File: src/rtl/input_vc_buffer_if.sv
// Handshake bundle between an input VC buffer and its upstream link / prioritizers.
// master = buffer side, slave = environment side (upstream, arbiters).
interface input_vc_buffer_if #(
  parameter int DATA_WIDTH = 64
);
  logic                  si;
  logic [DATA_WIDTH-1:0] di;
  logic [1:0]            ri;
  logic                  req_fwd;
  logic                  req_eject;
  logic                  grant_fwd;
  logic                  grant_eject;
  logic [DATA_WIDTH-1:0] dout;

  modport master (
    input  si, di, grant_fwd, grant_eject,
    output ri, req_fwd, req_eject, dout
  );

  modport slave (
    output si, di, grant_fwd, grant_eject,
    input  ri, req_fwd, req_eject, dout
  );
endinterface

File: src/rtl/input_vc_buffer.sv
// Two-slot (even/odd VC) ring input buffer; polarity picks the VC allowed to
// request the forward or eject prioritizer, and the hop count is decremented on the way out.
module input_vc_buffer #(
  parameter int DATA_WIDTH = 64
) (
  input  logic                  clk,
  input  logic                  reset,
  input  logic                  polarity,
  input_vc_buffer_if.master     bus
);
  logic [1:0][DATA_WIDTH-1:0] slot_q, slot_d;
  logic [1:0]                 full_q, full_d;

  logic                  act_full;
  logic [DATA_WIDTH-1:0] act_pkt;
  logic [7:0]            act_hop;
  logic                  req_fwd, req_eject, deq, wr_vc, wr;
  logic [DATA_WIDTH-1:0] dout;

  // Outputs are forced to their idle values while reset is held, not just after the edge.
  assign act_full  = full_q[polarity] & reset;
  assign act_pkt   = slot_q[polarity];
  assign act_hop   = act_pkt[55:48];
  assign req_fwd   = act_full & (act_hop != 8'd0);
  assign req_eject = act_full & (act_hop == 8'd0);
  assign deq       = (req_fwd & bus.grant_fwd) | (req_eject & bus.grant_eject);
  assign wr_vc     = bus.di[63];
  assign wr        = bus.si & ~full_q[wr_vc];

  always_comb begin
    dout = act_pkt;
    if (act_hop != 8'd0) dout[55:48] = act_hop - 8'd1;
    if (!act_full) dout = '0;
  end

  // Write and dequeue can never target the same slot: one needs it empty, the other full.
  always_comb begin
    full_d = full_q;
    slot_d = slot_q;
    if (deq) full_d[polarity] = 1'b0;
    if (wr) begin
      full_d[wr_vc] = 1'b1;
      slot_d[wr_vc] = bus.di;
    end
  end

  always_ff @(posedge clk) begin
    if (!reset) begin
      full_q <= '0;
      slot_q <= '0;
    end else begin
      full_q <= full_d;
      slot_q <= slot_d;
    end
  end

  assign bus.ri        = reset ? ~full_q : 2'b11;
  assign bus.req_fwd   = req_fwd;
  assign bus.req_eject = req_eject;
  assign bus.dout      = dout;
endmodule

File: src/flat_wrapper.sv
// flat-port wrapper written by rule: the top's interface ports become plain ports
module input_vc_buffer_flat 
#(
  parameter int DATA_WIDTH = 64
)
  (clk, reset, polarity, bus_si, bus_di, bus_grant_fwd, bus_grant_eject, bus_ri, bus_req_fwd, bus_req_eject, bus_dout);
  input_vc_buffer_if #(.DATA_WIDTH(DATA_WIDTH)) bus_i ();
  input  logic clk;
  input  logic reset;
  input  logic polarity;
  input wire logic [$bits(bus_i.si)-1:0] bus_si;
  input wire logic [$bits(bus_i.di)-1:0] bus_di;
  input wire logic [$bits(bus_i.grant_fwd)-1:0] bus_grant_fwd;
  input wire logic [$bits(bus_i.grant_eject)-1:0] bus_grant_eject;
  output wire logic [$bits(bus_i.ri)-1:0] bus_ri;
  output wire logic [$bits(bus_i.req_fwd)-1:0] bus_req_fwd;
  output wire logic [$bits(bus_i.req_eject)-1:0] bus_req_eject;
  output wire logic [$bits(bus_i.dout)-1:0] bus_dout;
  assign bus_i.si = bus_si;
  assign bus_i.di = bus_di;
  assign bus_i.grant_fwd = bus_grant_fwd;
  assign bus_i.grant_eject = bus_grant_eject;
  assign bus_ri = bus_i.ri;
  assign bus_req_fwd = bus_i.req_fwd;
  assign bus_req_eject = bus_i.req_eject;
  assign bus_dout = bus_i.dout;
  input_vc_buffer #(.DATA_WIDTH(DATA_WIDTH)) u_core (.clk(clk), .reset(reset), .polarity(polarity), .bus(bus_i));
endmodule
File: config.mk
export PLATFORM = sky130hd
export DESIGN_NAME = input_vc_buffer_flat
export DESIGN_NICKNAME = d
export VERILOG_FILES = /design/src/rtl/input_vc_buffer_if.sv /design/src/rtl/input_vc_buffer.sv /design/src/flat_wrapper.sv
export SDC_FILE = /design/constraint.sdc
export NUM_CORES = 1
export LEC_CHECK = 0
export CAP_MARGIN = 20
export CELL_PAD_IN_SITES_DETAIL_PLACEMENT = 0
export CELL_PAD_IN_SITES_GLOBAL_PLACEMENT = 1
export CORE_MARGIN = 4
export CORE_UTILIZATION = 41
export CTS_BUF_LIST = sky130_fd_sc_hd__clkbuf_4
export DETAILED_ROUTE_END_ITERATION = 8
export PLACE_DENSITY_LB_ADDON = 0.1
export SLEW_MARGIN = 20
export SYNTH_ARGS = -nofsm -noshare
export SYNTH_HDL_FRONTEND = slang
export SYNTH_SLANG_ARGS = --single-unit
File: constraint.sdc
create_clock -name clk -period 4.05 [get_ports clk]
set_clock_uncertainty 0.1 [all_clocks]
set_input_delay 0.6075 -clock clk [delete_from_list [all_inputs] [get_ports clk]]
set_output_delay 0.6075 -clock clk [all_outputs]
set_load 0.005 [all_outputs]
; ---- Word level (Yosys, flattened, before mapping)
; Cells that the tools add are included.
; W data, S select, Z words.
[op_classes]
n_reduce_logical = 4
addsub = 1
n_eq_ne = 0
n_mux = 18
shifts = 0
bitwise_logic = 12
n_mul = 0
div = 0
magnitude_cmp = 4
[op_table]
columns = operator, n
row1 = $mux W64, 4
row2 = $bwmux W128, 1
row3 = $demux W64 S1, 1
row4 = $logic_not A8 Y1, 1
row5 = $mux W8, 1
row6 = $reduce_bool A8 Y1, 1
row7 = $sub A8 B1 Y8 const B, 1
row8 = $and A1 B1 Y1, 6
row9 = $mux W1, 6
row10 = $mux W2, 3
row11 = $lt A1 B2 Y1 const B, 2
row12 = $not A2 Y2, 2
row13 = $and A2 B2 Y2, 1
row14 = $demux W1 S1, 2
row15 = $ge A1 B1 Y1 const B, 2
row16 = $logic_and A1 B1 Y1, 2
row17 = $or A2 B2 Y2, 1
row18 = $not A1 Y1, 1
row19 = $or A1 B1 Y1, 1
[totals]
romBits = 0
ff_bits = 130
output_inout_bits = 68
mem_count = 0
mem_bits_rw = 0
elab_cells = 42
latch_bits = 0

; ---- Longest topological paths before layout
; Gate-level depths: netlist of the first run.
[depth]
ltp_word = 9
ltp_mapped = 8
mapped_depth_nobuf = 6

; ---- Worst setup path before layout of the first run
; OpenSTA, ideal clock, no wires.
[synth_timing]
kind = input port to output port
start = input polarity
end = output bus_dout[49]
path_slack_ps = 1147
path_stages = 8
arrival_time_ps = 2196
cell_sequence = buf_6 -> mux2i_1 -> ha_1 -> nor4b_2 -> a22oi_1 -> buf_6 -> or3_1 -> a21oi_1
[synth_between]
elab_chain_cells = 5
word_cells_on_any_way = 9
[synth_rtl]
columns = item, line_no
row1 = "start, declared", flat_wrapper.sv:10  ; input logic polarity;
row2 = $mux W64 (implied by the code) (2 in series), input_vc_buffer.sv:22  ; assign act_pkt = slot_q[polarity];
row3 = $sub A8 B1 Y8 / $reduce_bool A8 Y1 (equally long branches), input_vc_buffer.sv:32  ; if (act_hop != 8'd0) dout[55:48] = act_hop - 8'd1;
row4 = $mux W8, input_vc_buffer.sv:32
row5 = $mux W64 *, input_vc_buffer.sv:33  ; if (!act_full) dout = '0;
row6 = "end, declared", flat_wrapper.sv:18  ; output wire logic [$bits(bus_i.dout)-1:0] bus_dout;
; Every way passes the cells marked *; elsewhere a longest branch is shown, timed or not. The select of a mux whose other input is x is not followed.

; ---- Final worst setup path of the first run
[layout_timing]
start = register u_core.slot_q[113] in the netlist's numbering
end = output bus_dout[49]
[layout_between]
elab_chain_cells = 5
word_cells_on_any_way = 6
[layout_rtl]
columns = item, line_no
row1 = "start, declared", input_vc_buffer.sv:11  ; logic [1:0][DATA_WIDTH-1:0] slot_q, slot_d;
row2 = "start signal, assigned", input_vc_buffer.sv:53  ; slot_q <= slot_d;
row3 = $mux W64 (implied by the code) * (2 in series), input_vc_buffer.sv:22
row4 = $sub A8 B1 Y8 / $reduce_bool A8 Y1 (equally long branches), input_vc_buffer.sv:32
row5 = $mux W8 *, input_vc_buffer.sv:32
row6 = $mux W64 *, input_vc_buffer.sv:33
; Marks and branches as above.

==> results of run 1 <==
[how the worst min path moves through the flow]
stage,start,to,slack [ps],cells past startpoint
final,u_core.slot_q[30]$_SDFFE_PN0P_,u_core.slot_q[30]$_SDFFE_PN0P_,360,2
after global routing,polarity,u_core.full_q[1]$_SDFF_PN0_,370,3
after CTS,polarity,u_core.full_q[1]$_SDFF_PN0_,350,3
after detailed placement,u_core.slot_q[30]$_SDFFE_PN0P_,u_core.slot_q[30]$_SDFFE_PN0P_,350,2
after global placement,u_core.slot_q[24]$_SDFFE_PN0P_,u_core.slot_q[24]$_SDFFE_PN0P_,340,2
after floorplan,u_core.slot_q[23]$_SDFFE_PN0P_,u_core.slot_q[23]$_SDFFE_PN0P_,330,2
[cell usage in the layout (no fill, tap or decap), types with 3 or more instances in the layout]
master	netlist	final
nor2_1	66	66
clkbuf_4	0	18
a21boi_0	113	113
nor3_1	7	7
mux2i_1	62	62
bufinv_16	0	3
a21boi_1	13	13
dfxtp_1	130	130
clkinv_1	0	7
a21oi_1	3	3
nand2_1	259	257
buf_4	5	15
clkdlybuf4s50_1	0	135
xnor2_1	4	4
[state kept, by name, indices dropped and copies added (netlist names)]
name,flops
u_core.slot_q,128
u_core.full_q,2
[cells in the mapped netlist, types with 2 or more instances]
master / instances / share of area
mux2i_2: 2 / 0.0045
buf_4: 5 / 0.0062
o2111a_1: 2 / 0.0037
nor3_1: 7 / 0.0058
xnor2_1: 4 / 0.0058
a21oi_1: 3 / 0.0025
inv_1: 2 / 0.0012
a21boi_0: 113 / 0.14
buf_1: 9 / 0.0056
nor2_1: 66 / 0.041
or3_1: 2 / 0.0021
nor3b_1: 3 / 0.0037
mux2i_1: 62 / 0.10
buf_6: 3 / 0.0056
o21a_1: 2 / 0.0025
buf_2: 12 / 0.0099
nand2_1: 259 / 0.16
dfxtp_1: 130 / 0.43
a21boi_1: 13 / 0.016
clkbuf_1: 29 / 0.018
o21ai_0: 2 / 0.0017
[stage by stage]
stage / setup slack, ps / instances / util / power, mW / hold WS, ps
after global routing: 117 / 1058 / 0.537 / 2.77 / 371
after CTS: 344 / 1057 / 0.537 / 2.67 / 346
after global placement: 498 / 1028 / 0.519 / 1.80 / 340
final: 387 / 1058 / 0.537 / 2.63 / 356
after floorplan: 1150 / 750 / - / 1.64 / 334
after detailed placement: 458 / 1028 / 0.519 / 1.82 / 346
[per-layer routing]
layer / share of wire / wire, um / vias up / track usage
li1: - / - / 2682 / -
met1: 0.44 / 7130 / 2517 / 0.240
met2: 0.48 / 7830 / 134 / 0.338
met3: 0.056 / 907 / 28 / 0.0523
met4: 0.022 / 359 / 0 / 0.0776
met5: 0 / 0 / - / 0
[kinds of logic after synthesis]
group                      count (synthesis)
and+or+nand+nor                          346
AOI/OAI and AO/OA                        143
DFF                                      130
muxes                                     65
buffers and inverters                     60
xor gates and xnor gates                   5
adders and majority gates                  1
[power by group]
group          total [mW]  switching, mW  internal (mW)  leakage [nW]
Clock               0.846          0.436          0.410         0.140
Sequential           1.38         0.0356           1.34          1.06
Combinational       0.402          0.210          0.192          1.62
Total                2.63          0.682           1.94          2.82
[worst max-delay path: stages, from the launching register on]
cell and delay, ps:
dfxtp_1 330, mux2i_1 310, ha_1 290, nor4b_2 210, a22oi_1 190, or3_1 390, a21oi_1 180, clkdlybuf4s50_1 540
[area by class of cell]
type                       count  area, sq um  area share
tap                          184          230      0.0296
clock buffer                  18          135      0.0174
sequential                   130         2600       0.335
multi-input combinational    560         3180       0.409
clock inverter                11          121      0.0156
timing repair buffer         152         1500       0.192
inverter                       2         7.51    0.000965
antenna                        1         2.50    0.000322
==> impl_results.rst, run 1 <==
.. list-table::
   :header-rows: 1

   * - Metric
     - Value
   * - Type of the tightest min-delay check
     - register to register
   * - Simple logic cell fraction of the synthesized area
     - 0.226
   * - Worst reg2reg startpoint
     - u_core.slot_q[113]$_SDFFE_PN0P_
   * - Maximum fanout count along the critical path
     - 6
   * - Worst Setup SP
     - u_core.slot_q[113]$_SDFFE_PN0P_
   * - Master cell of the clock root buffer
     - clkbuf_4
   * - Number of detailed-routing iterations run before antenna repair
     - 4
   * - Final period demand of the worst path
     - 3660 ps
   * - Wire length per cell
     - 15.3 um
   * - Clock Pin Slew Worst Setup and Hold Paths
     - 100 ps
   * - Total of endpoints with negative setup slack in the final report
     - 0
   * - Vias per std cell
     - 5.07
   * - Number of levels in the clock H-tree
     - 4
   * - Largest net degree at the start of global routing
     - 135
   * - Core area
     - 14500 sq um
   * - Arrival time reported for the critical path endpoint
     - 2960 ps
   * - Overflow after GRT
     - 0
   * - Total Routing Usage GR
     - 0.198
   * - Max-Cap Viols
     - 0
   * - Largest buffer count on any clock path
     - 2
   * - Number of setup buffers added after CTS
     - 0
   * - Placed Instance Area
     - 7510 sq um
   * - Worst slew margin
     - 0.465
   * - Number of buffers created by CTS
     - 17
   * - Die Outline Area
     - 16800 sq um
   * - Number of antenna violations at the first check in global routing
     - 1
   * - Unrepaired setup endpoints after global routing
     - false
   * - Post-Synthesis Mean Instance Area
     - 8.07 sq um
   * - Final ANT Viol Nets
     - 0
   * - Number of top-level pins
     - 138
   * - Number of design rule violations left after detail routing
     - 0
   * - Initial standard-cell utilization of the core
     - 0.418
   * - Endpoint of the worst-slack reg-to-reg timing path
     - u_core.full_q[0]$_SDFF_PN0_
   * - Final count of pins violating max slew
     - 0
   * - Count of flip-flops with a built-in enable after synthesis
     - 0
   * - Vertical extent of the die
     - 130 um
   * - Insertion delay of the later-clocked pin in the worst-skew pair
     - 520 ps
   * - Setup TNS Final
     - 0 ps
   * - Hold-fix buffers, CTS
     - 0
   * - Combinational family with the most area after synthesis
     - simple AND/OR/NAND/NOR gates
   * - VDD IR max
     - 0.140 mV
   * - Synth warnings
     - 0
   * - Fraction of the mapped netlist area in compound gates
     - 0.179
   * - Setup slack of the most critical reg-to-reg path
     - 1840 ps
   * - Vias post-DR
     - 5361
   * - Status
     - finished, final reports clean
   * - Final Hold Fails
     - 0
   * - Port-buffer cells
     - 137
   * - Classification of the worst setup path
     - register to output port
   * - Net count reported at finish
     - 934
   * - Standard-cell rows
     - 44
   * - Nature of the critical path endpoint
     - output port
   * - Synth Area in Adders
     - 0.00207
   * - Cell area after layout
     - 7780 sq um
   * - Logic depth of the worst register-to-register path
     - 7
   * - Total nets after synthesis
     - 821
   * - Fmax
     - 273 MHz
   * - Post-CTS resize count
     - 0
   * - Portion of netlist area occupied by mux cells
     - 0.109
   * - Primary flip-flop cell chosen by synthesis mapping
     - dfxtp_1
   * - Unique cell type count in the Yosys netlist
     - 41
   * - Post-DP HPWL
     - 10.6 mm
   * - Number of synthesized register bits
     - 130
   * - Total Routed Length
     - 16.2 mm
   * - Syn Inst Count
     - 750
   * - Proportion of synthesized chip area in sequential cells
     - 0.430
   * - Die Width
     - 130 um
   * - Initial detailed-routing violation count
     - 305
   * - Nature of the critical path startpoint
     - register
   * - Xor/xnor share of the synthesized area
     - 0.00723
   * - Netlist area before placement
     - 6050 sq um
   * - Number of sinks driven by the clock tree
     - 130
   * - Power density cells
     - 338 nW/um^2
   * - Crit path capture
     - bus_dout[49]
   * - Synth async-reset ratio
     - 0
   * - Final clock period utilization by the worst path
     - 0.905
   * - First-pass GRT wire length
     - 26.2 mm
   * - Worst path required time
     - 3340 ps
   * - Synth-to-Final Area Change
     - 28.4%
   * - TritonCTS clock tree
     - done
   * - Pin slew with the least headroom to its limit
     - 802 ps
   * - Vias in the first global route
     - 5359
   * - # fillers
     - 1362
   * - Fraction of final layout cells with drive strength greater than 1
     - 0.0596
   * - Leakage power total
     - 2.82 nW
   * - Weighted congestion reported at the end of routability-driven placement
     - 0.781
(Power assumes the default switching activity.)
==> inputs of run 2 (changes only) <==
--- a/config.mk
+++ b/config.mk
@@ -9,7 +9,7 @@
 export CELL_PAD_IN_SITES_DETAIL_PLACEMENT = 0
 export CELL_PAD_IN_SITES_GLOBAL_PLACEMENT = 1
 export CORE_MARGIN = 4
-export CORE_UTILIZATION = 41
+export CORE_UTILIZATION = 34
 export CTS_BUF_LIST = sky130_fd_sc_hd__clkbuf_4
 export DETAILED_ROUTE_END_ITERATION = 8
 export PLACE_DENSITY_LB_ADDON = 0.1
==> constraint.sdc (replaced) <==
create_clock -name clk -period 3.3 [get_ports clk]
set_clock_uncertainty 0.1 [all_clocks]
set_input_delay 0.495 -clock clk [delete_from_list [all_inputs] [get_ports clk]]
set_output_delay 0.495 -clock clk [all_outputs]
set_load 0.005 [all_outputs]
==> run 2 against run 1 <==
Utilization shrank 7.9 points. First-iteration DRC count shrank 11%. Largest power group unchanged. Non-clock buffer count grew 9. Final cell count grew 5.0%. Critical endpoint unchanged. Via count grew 0.73%. Flip-flop and latch count is the same. Largest cell class unchanged. Design area grew 2.3%. Wire length grew 7.1%.
==> impl_results.rst, run 2 (synthesis gave the netlist of run 1 again) <==
.. list-table::
   :header-rows: 1

   * - Metric
     - Value
   * - Worst slew margin
     - 0.475
   * - Number of buffers created by CTS
     - 17
   * - Total Routed Length
     - 17.4 mm
   * - Vias post-DR
     - 5400
   * - Clock Pin Slew Worst Setup and Hold Paths
     - 100 ps
   * - Critical-path cell list
     - mux2i_2 > ha_2 > nor4b_4 > a22oi_2 > buf_4 > or3_1 > a21oi_1 > dlygate4sd2_1
   * - First-pass GRT wire length
     - 27.8 mm
   * - Crit-path max cell delay
     - 350 ps
   * - Vias per std cell
     - 4.86
   * - Vertical extent of the die
     - 141 um
   * - Net count reported at finish
     - 943
   * - Registers with the most flip-flops
     - u_core.slot_q x128, u_core.full_q x2
   * - Synth-to-Final Area Change
     - 31.4%
   * - Total power consumption of the routed design
     - 3.24 mW
   * - Initial detailed-routing violation count
     - 271
   * - Total Routing Usage GR
     - 0.175
   * - Core area
     - 17400 sq um
   * - # fillers
     - 1701
   * - Final clock period utilization by the worst path
     - 0.955
   * - Final Hold Fails
     - 0
   * - TritonCTS clock tree
     - done
   * - Post-DP HPWL
     - 11.3 mm
   * - Die Outline Area
     - 20000 sq um
   * - Type of the tightest min-delay check
     - register to register
   * - Die Width
     - 141 um
   * - VDD IR max
     - 0.166 mV
   * - Worst path required time
     - 2700 ps
   * - Overflow after GRT
     - 0
   * - Most frequent cells in the layout
     - nand2_1 (257), clkdlybuf4s50_1 (131), dfxtp_1 (127)
   * - Pin slew with the least headroom to its limit
     - 784 ps
   * - Logic depth of the worst register-to-register path
     - 7
   * - Power density cells
     - 407 nW/um^2
   * - Count of buffer and inverter cells on the critical path
     - 2
   * - Status
     - finished, final reports clean
   * - Master cell of the clock root buffer
     - clkbuf_4
   * - Worst reg2reg startpoint
     - u_core.slot_q[48]$_SDFFE_PN0P_
   * - Wire length per cell
     - 15.7 um
   * - Largest net degree at the start of global routing
     - 71
   * - Vias in the first global route
     - 5428
   * - Port-buffer cells
     - 137
   * - Hold-fix buffers, CTS
     - 0
   * - Largest buffer count on any clock path
     - 2
   * - Minimum hold slack
     - 358 ps
   * - Classification of the worst setup path
     - register to output port
   * - Nature of the critical path endpoint
     - output port
   * - Hold Path Origin
     - u_core.slot_q[24]$_SDFFE_PN0P_
   * - Number of levels in the clock H-tree
     - 4
   * - End of the worst hold path
     - u_core.slot_q[24]$_SDFFE_PN0P_
   * - Most frequent standard cell in the layout excluding fill and tap cells
     - nand2_1
   * - Max-Cap Viols
     - 0
   * - Number of sinks driven by the clock tree
     - 130
   * - Final period demand of the worst path
     - 3150 ps
   * - Critical path's top delay family
     - simple AND/OR/NAND/NOR gates
   * - Fmax
     - 317 MHz
   * - Nature of the critical path startpoint
     - register
   * - Number of design rule violations left after detail routing
     - 0
   * - Total of endpoints with negative setup slack in the final report
     - 0
   * - Arrival time reported for the critical path endpoint
     - 2550 ps
   * - Number of flip-flops under the largest register name
     - 128
   * - Placed Instance Area
     - 7630 sq um
   * - Final count of pins violating max slew
     - 0
   * - Cells on Worst Hold Path
     - 2
   * - Standard-cell rows
     - 48
   * - Endpoint of the worst-slack reg-to-reg timing path
     - u_core.full_q[1]$_SDFF_PN0_
   * - Number of detailed-routing iterations run before antenna repair
     - 4
   * - Weighted congestion reported at the end of routability-driven placement
     - 0.820
   * - Largest register by flop count
     - u_core.slot_q
   * - Cell with the largest stage delay on the worst path
     - or3_1
   * - Number of antenna violations at the first check in global routing
     - 1
   * - Final ANT Viol Nets
     - 0
   * - Initial standard-cell utilization of the core
     - 0.349
   * - Maximum fanout count along the critical path
     - 4
   * - Leakage power total
     - 2.93 nW
   * - Insertion delay of the later-clocked pin in the worst-skew pair
     - 530 ps
   * - Setup slack of the most critical reg-to-reg path
     - 1310 ps
   * - Number of top-level pins
     - 138
   * - Cell area after layout
     - 7960 sq um
   * - Fraction of final layout cells with drive strength greater than 1
     - 0.0826
[run 2: changes by cell type in the layout (fill, tap and decap cells not counted), moves of 2 or more]
cell / delta
dlygate4sd2_1: +2
clkbuf_4: +5
dfxtp_1: -3
dfxtp_2: +3
clkdlybuf4s50_1: -4
buf_4: +9
clkinv_1: -3
dlymetal6s2s_1: +2
[run 2: through the flow]
| step | setup slack [ps] | cells | util | setup TNS (ps) |
|---|---|---|---|---|
| global placement | 73.2 | 1076 | 0.440 | 0 |
| global route | -1.30 | 1111 | 0.458 | -2.40 |
| CTS | 9.12 | 1107 | 0.456 | 0 |
| floorplan | 622 | 750 | - | 0 |
| finish | 150 | 1111 | 0.458 | 0 |
| detailed placement | 84.8 | 1076 | 0.440 | 0 |
[run 2: area by class of cell]
type | count | area [sq um] | share of cell area
Antenna cell | 2 | 5.00 | 0.000629
Clock inverter | 8 | 87.6 | 0.0110
Multi-Input combinational cell | 560 | 3220 | 0.405
Clock buffer | 23 | 173 | 0.0217
Tap cell | 225 | 282 | 0.0354
Sequential cell | 130 | 2610 | 0.328
Timing Repair Buffer | 161 | 1570 | 0.198
Inverter | 2 | 7.51 | 0.000943
[run 2: how the worst max path moves through the flow]
stage	start	endpoint	slack, ps	cells past startpoint
final	u_core.slot_q[48]$_SDFFE_PN0P_	bus_dout[49]	150	8
after global routing	u_core.slot_q[48]$_SDFFE_PN0P_	bus_dout[48]	-1	8
after CTS	u_core.slot_q[113]$_SDFFE_PN0P_	bus_dout[55]	9	7
after detailed placement	polarity	bus_dout[49]	80	9
after global placement	polarity	bus_dout[49]	70	9
after floorplan	polarity	bus_dout[49]	620	8
[run 2: power breakdown]
part / internal, mW / leakage (nW) / switching (mW)
clock network: 0.485 / 0.144 / 0.535
logic: 0.252 / 1.72 / 0.275
registers: 1.65 / 1.06 / 0.0443
total: 2.39 / 2.93 / 0.855
[run 2: layer usage]
| metal | wire (um) | vias up | track usage |
|---|---|---|---|
| met4 | 235 | 0 | 0.0525 |
| met3 | 797 | 17 | 0.0401 |
| li1 | - | 2702 | - |
| met5 | 0 | - | 0 |
| met1 | 7870 | 2561 | 0.222 |
| met2 | 8490 | 120 | 0.298 |
[run 2: what timing repair did]
item                                    in CTS  in global routing
endpoints found under the setup margin      10                  7
buffers inserted                             0                  2
pin swaps                                    1                  1
hold endpoints to repair                     0                  0
resized for setup                            7                  7
[run 2: tightest hold or removal path, delay by kind of cell (launching register included)]
family	cells	cell delay (ps)
compound gates	1	50
flops	1	320
simple gates	1	50
